[src/rtl/regfile_mp.sv]
// Multi-read-port register file with byte-enabled writes, optional zero register,
// optional same-cycle write forwarding, and a self-clearing sequence after reset.

module regfile_mp_rdport #(
    parameter int DATA_W   = 32,
    parameter int ADDR_W   = 5,
    parameter int ZERO_REG = 1
) (
    input  logic [ADDR_W-1:0]   i_addr,
    input  logic [DATA_W-1:0]   i_word,
    input  logic                i_busy,
    input  logic                i_byp_en,
    input  logic [ADDR_W-1:0]   i_wr_addr,
    input  logic [DATA_W/8-1:0] i_wr_be,
    input  logic [DATA_W-1:0]   i_wr_data,
    output logic [DATA_W-1:0]   o_data
);
    localparam int NBYTE = DATA_W / 8;

    logic             w_hit;
    logic             w_zero;
    logic [DATA_W-1:0] w_merge;

    assign w_hit  = i_byp_en && (i_addr == i_wr_addr);
    assign w_zero = (ZERO_REG != 0) && (i_addr == '0);

    // Forwarded bytes overlay the stored word; disabled bytes pass through.
    always_comb begin
        w_merge = i_word;
        for (int b = 0; b < NBYTE; b++) begin
            if (w_hit && i_wr_be[b]) w_merge[b*8 +: 8] = i_wr_data[b*8 +: 8];
        end
    end

    assign o_data = (i_busy || w_zero) ? '0 : w_merge;
endmodule

module regfile_mp #(
    parameter int DATA_W   = 32,
    parameter int ADDR_W   = 5,
    parameter int NREAD    = 2,
    parameter int ZERO_REG = 1,
    parameter int BYPASS   = 1
) (
    input  logic                    clk,
    input  logic                    rst,
    input  logic                    wr_en_i,
    input  logic [ADDR_W-1:0]       wr_addr_i,
    input  logic [DATA_W/8-1:0]     wr_be_i,
    input  logic [DATA_W-1:0]       wr_data_i,
    input  logic [NREAD*ADDR_W-1:0] rd_addr_i,
    output logic [NREAD*DATA_W-1:0] rd_data_o,
    output logic                    busy_o,
    output logic                    wr_drop_o
);
    localparam int NBYTE = DATA_W / 8;
    localparam int DEPTH = 1 << ADDR_W;

    localparam logic [0:0] S_CLEAR = 1'b0;
    localparam logic [0:0] S_IDLE  = 1'b1;

    logic [0:0]        r_state;
    logic [ADDR_W-1:0] r_clr_cnt;
    logic              r_wr_drop;
    logic [DATA_W-1:0] r_mem [DEPTH];

    logic w_busy;
    logic w_wr_zero;
    logic w_wr_commit;
    logic w_byp_en;

    assign w_busy      = (r_state == S_CLEAR);
    assign w_wr_zero   = (ZERO_REG != 0) && (wr_addr_i == '0);
    assign w_wr_commit = !w_busy && wr_en_i && !w_wr_zero;
    assign w_byp_en    = (BYPASS != 0) && !w_busy && wr_en_i;

    assign busy_o    = w_busy;
    assign wr_drop_o = r_wr_drop;

    // Clear walks every entry once; the counter wraps to 0 as it leaves CLEAR.
    always_ff @(posedge clk) begin
        if (rst) begin
            r_state   <= S_CLEAR;
            r_clr_cnt <= '0;
            r_wr_drop <= 1'b0;
        end else begin
            r_wr_drop <= w_busy && wr_en_i;
            if (w_busy) begin
                if (r_clr_cnt == {ADDR_W{1'b1}}) r_state <= S_IDLE;
                r_clr_cnt <= r_clr_cnt + 1'b1;
            end
        end
    end

    // Storage has no reset of its own; the clear sequence zeroes it.
    always_ff @(posedge clk) begin
        if (!rst) begin
            if (w_busy) begin
                r_mem[r_clr_cnt] <= '0;
            end else if (w_wr_commit) begin
                for (int b = 0; b < NBYTE; b++) begin
                    if (wr_be_i[b]) r_mem[wr_addr_i][b*8 +: 8] <= wr_data_i[b*8 +: 8];
                end
            end
        end
    end

    for (genvar k = 0; k < NREAD; k++) begin : g_rd
        logic [ADDR_W-1:0] w_addr;
        logic [DATA_W-1:0] w_word;

        assign w_addr = rd_addr_i[k*ADDR_W +: ADDR_W];
        assign w_word = r_mem[w_addr];

        regfile_mp_rdport #(
            .DATA_W   (DATA_W),
            .ADDR_W   (ADDR_W),
            .ZERO_REG (ZERO_REG)
        ) u_rd (
            .i_addr    (w_addr),
            .i_word    (w_word),
            .i_busy    (w_busy),
            .i_byp_en  (w_byp_en),
            .i_wr_addr (wr_addr_i),
            .i_wr_be   (wr_be_i),
            .i_wr_data (wr_data_i),
            .o_data    (rd_data_o[k*DATA_W +: DATA_W])
        );
    end
endmodule

[config.mk]
export PLATFORM = sky130hd
export DESIGN_NAME = regfile_mp
export DESIGN_NICKNAME = d
export VERILOG_FILES = /design/src/rtl/regfile_mp.sv
export SDC_FILE = /design/constraint.sdc
export NUM_CORES = 1
export LEC_CHECK = 0
export BUFFER_PORTS_ARGS = -buffer_cell sky130_fd_sc_hd__buf_2
export CORE_UTILIZATION = 42
export DETAILED_ROUTE_END_ITERATION = 16
export HOLD_SLACK_MARGIN = 0.15
export PLACE_DENSITY = 0.61
export RECOVER_POWER = 25
export SYNTH_ARGS = -nofsm -noshare
export SYNTH_HDL_FRONTEND = slang
export SYNTH_HIERARCHICAL = 1
export SYNTH_SLANG_ARGS = --single-unit
[constraint.sdc]
create_clock -name clk -period 4.5 [get_ports clk]
set_input_delay 0.225 -clock clk [delete_from_list [all_inputs] [get_ports clk]]
set_output_delay 0.225 -clock clk [all_outputs]
set_load 0.05 [all_outputs]
==> results.py <==
metrics = {
    "detailed_routing": {
        "ant_nets": 0,
        "drtIter0Drc": 4449,
        "post-route-drc-count": 0,
        "vias_per_cell": 6.31,
        "vias": 35900,
        "first_pass_iters": 6,
        "wire_per_inst_um": 29.9,
        "drt-total-wl_um": 170000,
    },
    "timing": {
        "fmax_ghz": 0.244,
        "hold_viol_final": 0,
        "period_needed_ns": 4.10,
        "worstMarginPinSlew_ns": 1.61,
        "setup_tns_ns": 0,
        "hold-worst-slack_ns": 0.192,
        "rsz0062_at_grt": "no",
        "fin_worst_skew_ns": 0.0271,
        "slew-limit-headroom_pct": -7.52,
        "fin_crit_sh_pct": 91.1,
        "setup_violations": 0,
        "timing.final.ws_setup_ns": 0.398,
        "slew_violations": 219,
    },
    "clock_network": {
        "insertion_delay_ns": 0.69,
        "hold_buffers": 2,
        "cts_tree": "yes",
        "h-tree-depth": 3,
        "postCtsSetupRepairBufs": 0,
        "cts.sinks": 1031,
        "clockBufferDepth": 3,
        "clk_pin_slew_worst_paths_ns": 0.06,
        "cts_root_buf": "clkbuf_16",
        "ctsResizeCount": 0,
        "cts_made_buffers": 105,
    },
    "flow_run": {
        "cap_violations": 7,
    },
    "status": {
        "status": "complete, but fails checks",
        "violations": "max-capacitance violations, max-slew violations",
    },
    "synth": {
        "synth_top_cell_by_area": "edfxtp_1",
        "synth_warnings": 6,
        "synth.most_common_cell": "mux2i_1",
        "synth_enable_flop_cells": 1024,
        "syn_area_per_cell_um2": 13.1,
        "postSynthCellCount": 3950,
        "synth_top_cells_by_count": "1,027 x mux2i_1, 1,024 x edfxtp_1, 269 x nand3_1",
        "synth.area.top_cells": "edfxtp_1 59%, mux2i_1 20%, a22oi_1 3.1%",
        "synth_nets": 4006,
        "synth_cell_types": 51,
        "async_flop_share_pct": 0,
        "synth_area_um2": 51700,
        "synth-main-ff-cell": "edfxtp_1",
        "synth_top_area_share_pct": 59.4,
        "synth_seq_cells": 1031,
        "ys_seq_area_share_pct": 59.7,
    },
    "power": {
        "vdd_ir_drop_max_v": 0.000260,
        "p_per_area_nw_per_um2": 362,
        "p_leak_nw": 20.4,
        "power_mw": 20.8,
        "internal_power_mw": 15.9,
        "clkPwrFrac_pct": 41.1,
        "sw_frac_of_total_pct": 23.7,
        "seq_power_share_pct": 50.5,
        "power_frac_comb_pct": 8.4,
        "switchingPower_mw": 4.93,
    },
    "placed_design": {
        "placed_cells": 5498,
        "place_congestion": 0.932,
        "place_ws_ns": 0.793,
        "dpl-instance-area_um2": 54300,
        "port_buffers": 119,
        "dp_hpwl_um": 109000,
    },
    "setup_path": {
        "crit_arrival_ns": 4.42,
        "crit_path_top_delay_cell": "a32oi_2",
        "rrSetupSlack_ns": 0.40,
        "r2r_end": "r_mem[10][1]$_DFFE_PP_",
        "crit_path_start_kind": "flop",
        "end_kind": "flop",
        "path_max_fanout": 16,
        "crit_required_ns": 4.81,
        "crit_type": "flop to flop",
        "cp_slowest_stage_delay_ns": 0.94,
        "crit_chain": "nand2_1, nor3_4, clkbuf_1, a21oi_1, a32oi_2, nor2_1",
        "worst-r2r-cell-count": 6,
        "rr_startpoint": "r_state$_SDFF_PP0_",
    },
    "layout": {
        "layout-drive-gt1-share_pct": 10.1,
        "fin_util_pct": 47.1,
        "nets": 4038,
        "final_cells": 5694,
        "fin_area_um2": 57500,
        "area_delta_synth_final_pct": 11.2,
    },
    "floorplanning": {
        "fp.dieH_um": 353,
        "die_area_um2": 125000,
        "start_util_pct": 42.4,
        "pin_count": 120,
        "rows": 128,
        "fp.coreArea_um2": 122000,
        "die_w_um": 353,
    },
    "min_path": {
        "worstHoldPathCells": 2,
        "min_to": "r_mem[29][27]$_DFFE_PP_",
        "hp-class": "input pin to flop",
        "min-delay-start": "wr_data_i[27]",
    },
    "global_route": {
        "grt_overflow": 0,
        "grt_max_degree": 129,
        "grt_pass1_vias": 34700,
        "grt_pass1_wl_um": 242000,
        "grt_usage_pct": 26.5,
        "antenna_found_initial": 9,
    },
}
how the worst max path moves through the flow:
stage | from | end | cells past startpoint
floorplan | rd_addr_i[6] | rd_data_o[32] | 10
global placement | wr_addr_i[4] | r_mem[8][1]$_DFFE_PP_ | 8
detailed placement | wr_addr_i[4] | r_mem[8][1]$_DFFE_PP_ | 8
CTS | r_state$_SDFF_PP0_ | rd_data_o[47] | 6
global route | r_state$_SDFF_PP0_ | r_mem[10][2]$_DFFE_PP_ | 6
finish | r_state$_SDFF_PP0_ | r_mem[10][1]$_DFFE_PP_ | 6
metal layers:
metal	part of all wire, %	vias up	GRT usage [%]
met2	45	1815	41.1
met4	4.7	10	11.7
met3	8.7	371	4.99
met1	41	18200	36.3
met5	0.039	-	0
li1	-	15500	-
state kept, by name, summed over array words and instances, names as in the netlist:
name,count
r_state,1
wr_drop_o,1
r_mem,1024
r_clr_cnt,5
logic make-up (layout without fill, tap and decap cells):
| kind of cell | count (synthesis) | count (layout) | synth area share (%) |
|---|---|---|---|
| flops | 1031 | 1031 | 59.7 |
| other cells | 0 | 2 | 0 |
| xor+xnor | 13 | 13 | 0.249 |
| simple gates | 782 | 782 | 7.08 |
| mux | 1027 | 1027 | 19.9 |
| compound gates | 771 | 771 | 10.1 |
| fa+ha+maj | 2 | 2 | 0.0484 |
| buf+inv | 324 | 441 | 2.95 |
power groups by stage:
stage | Clock, mW | Sequential [mW] | Combinational, mW
6_report | 8.57 | 10.5 | 1.74
5_1_grt | 8.98 | 10.5 | 1.80
4_1_cts | 8.62 | 10.5 | 1.70
3_5_place_dp | 0 | 10.7 | 1.70
3_3_place_gp | 0 | 10.7 | 1.69
2_1_floorplan | 0 | 10.7 | 1.08
cell type report:
type,instances,area [um^2]
fill,10800,64500
sequential,1031,30900
multi-input combinational,2595,19400
clock buffer,141,2870
tap,1625,2030
timing repair buffer,243,1840
clock inverter,51,432
inverter,6,22.5
antenna,2,5.00
cells in the final DEF, fill, tap and decap left out, types with 6 or more instances in the layout:
cell,count
clkinv_1,19
buf_2,115
o21ai_0,65
buf_4,73
bufinv_16,7
nand2_1,218
a21boi_1,64
buf_12,29
inv_1,6
nand4_1,8
and3_1,39
and3_2,6
a21oi_1,194
o22ai_1,23
a22o_1,128
clkbuf_16,108
a22oi_1,211
clkinv_2,19
clkbuf_1,48
nor3_1,67
nor2b_1,6
edfxtp_1,1024
xnor2_1,9
mux2i_1,1027
nor2_1,122
a31oi_1,65
dfxtp_1,7
nand3_1,269
worst max-delay path, delay by kind of cell, from the launching register on:
family | cells | cell delay (ns)
flops | 1 | 0.52
buf+inv | 1 | 0.78
compound gates | 2 | 1.33
simple gates | 3 | 1.08
Power figures use the tool's default switching activity.
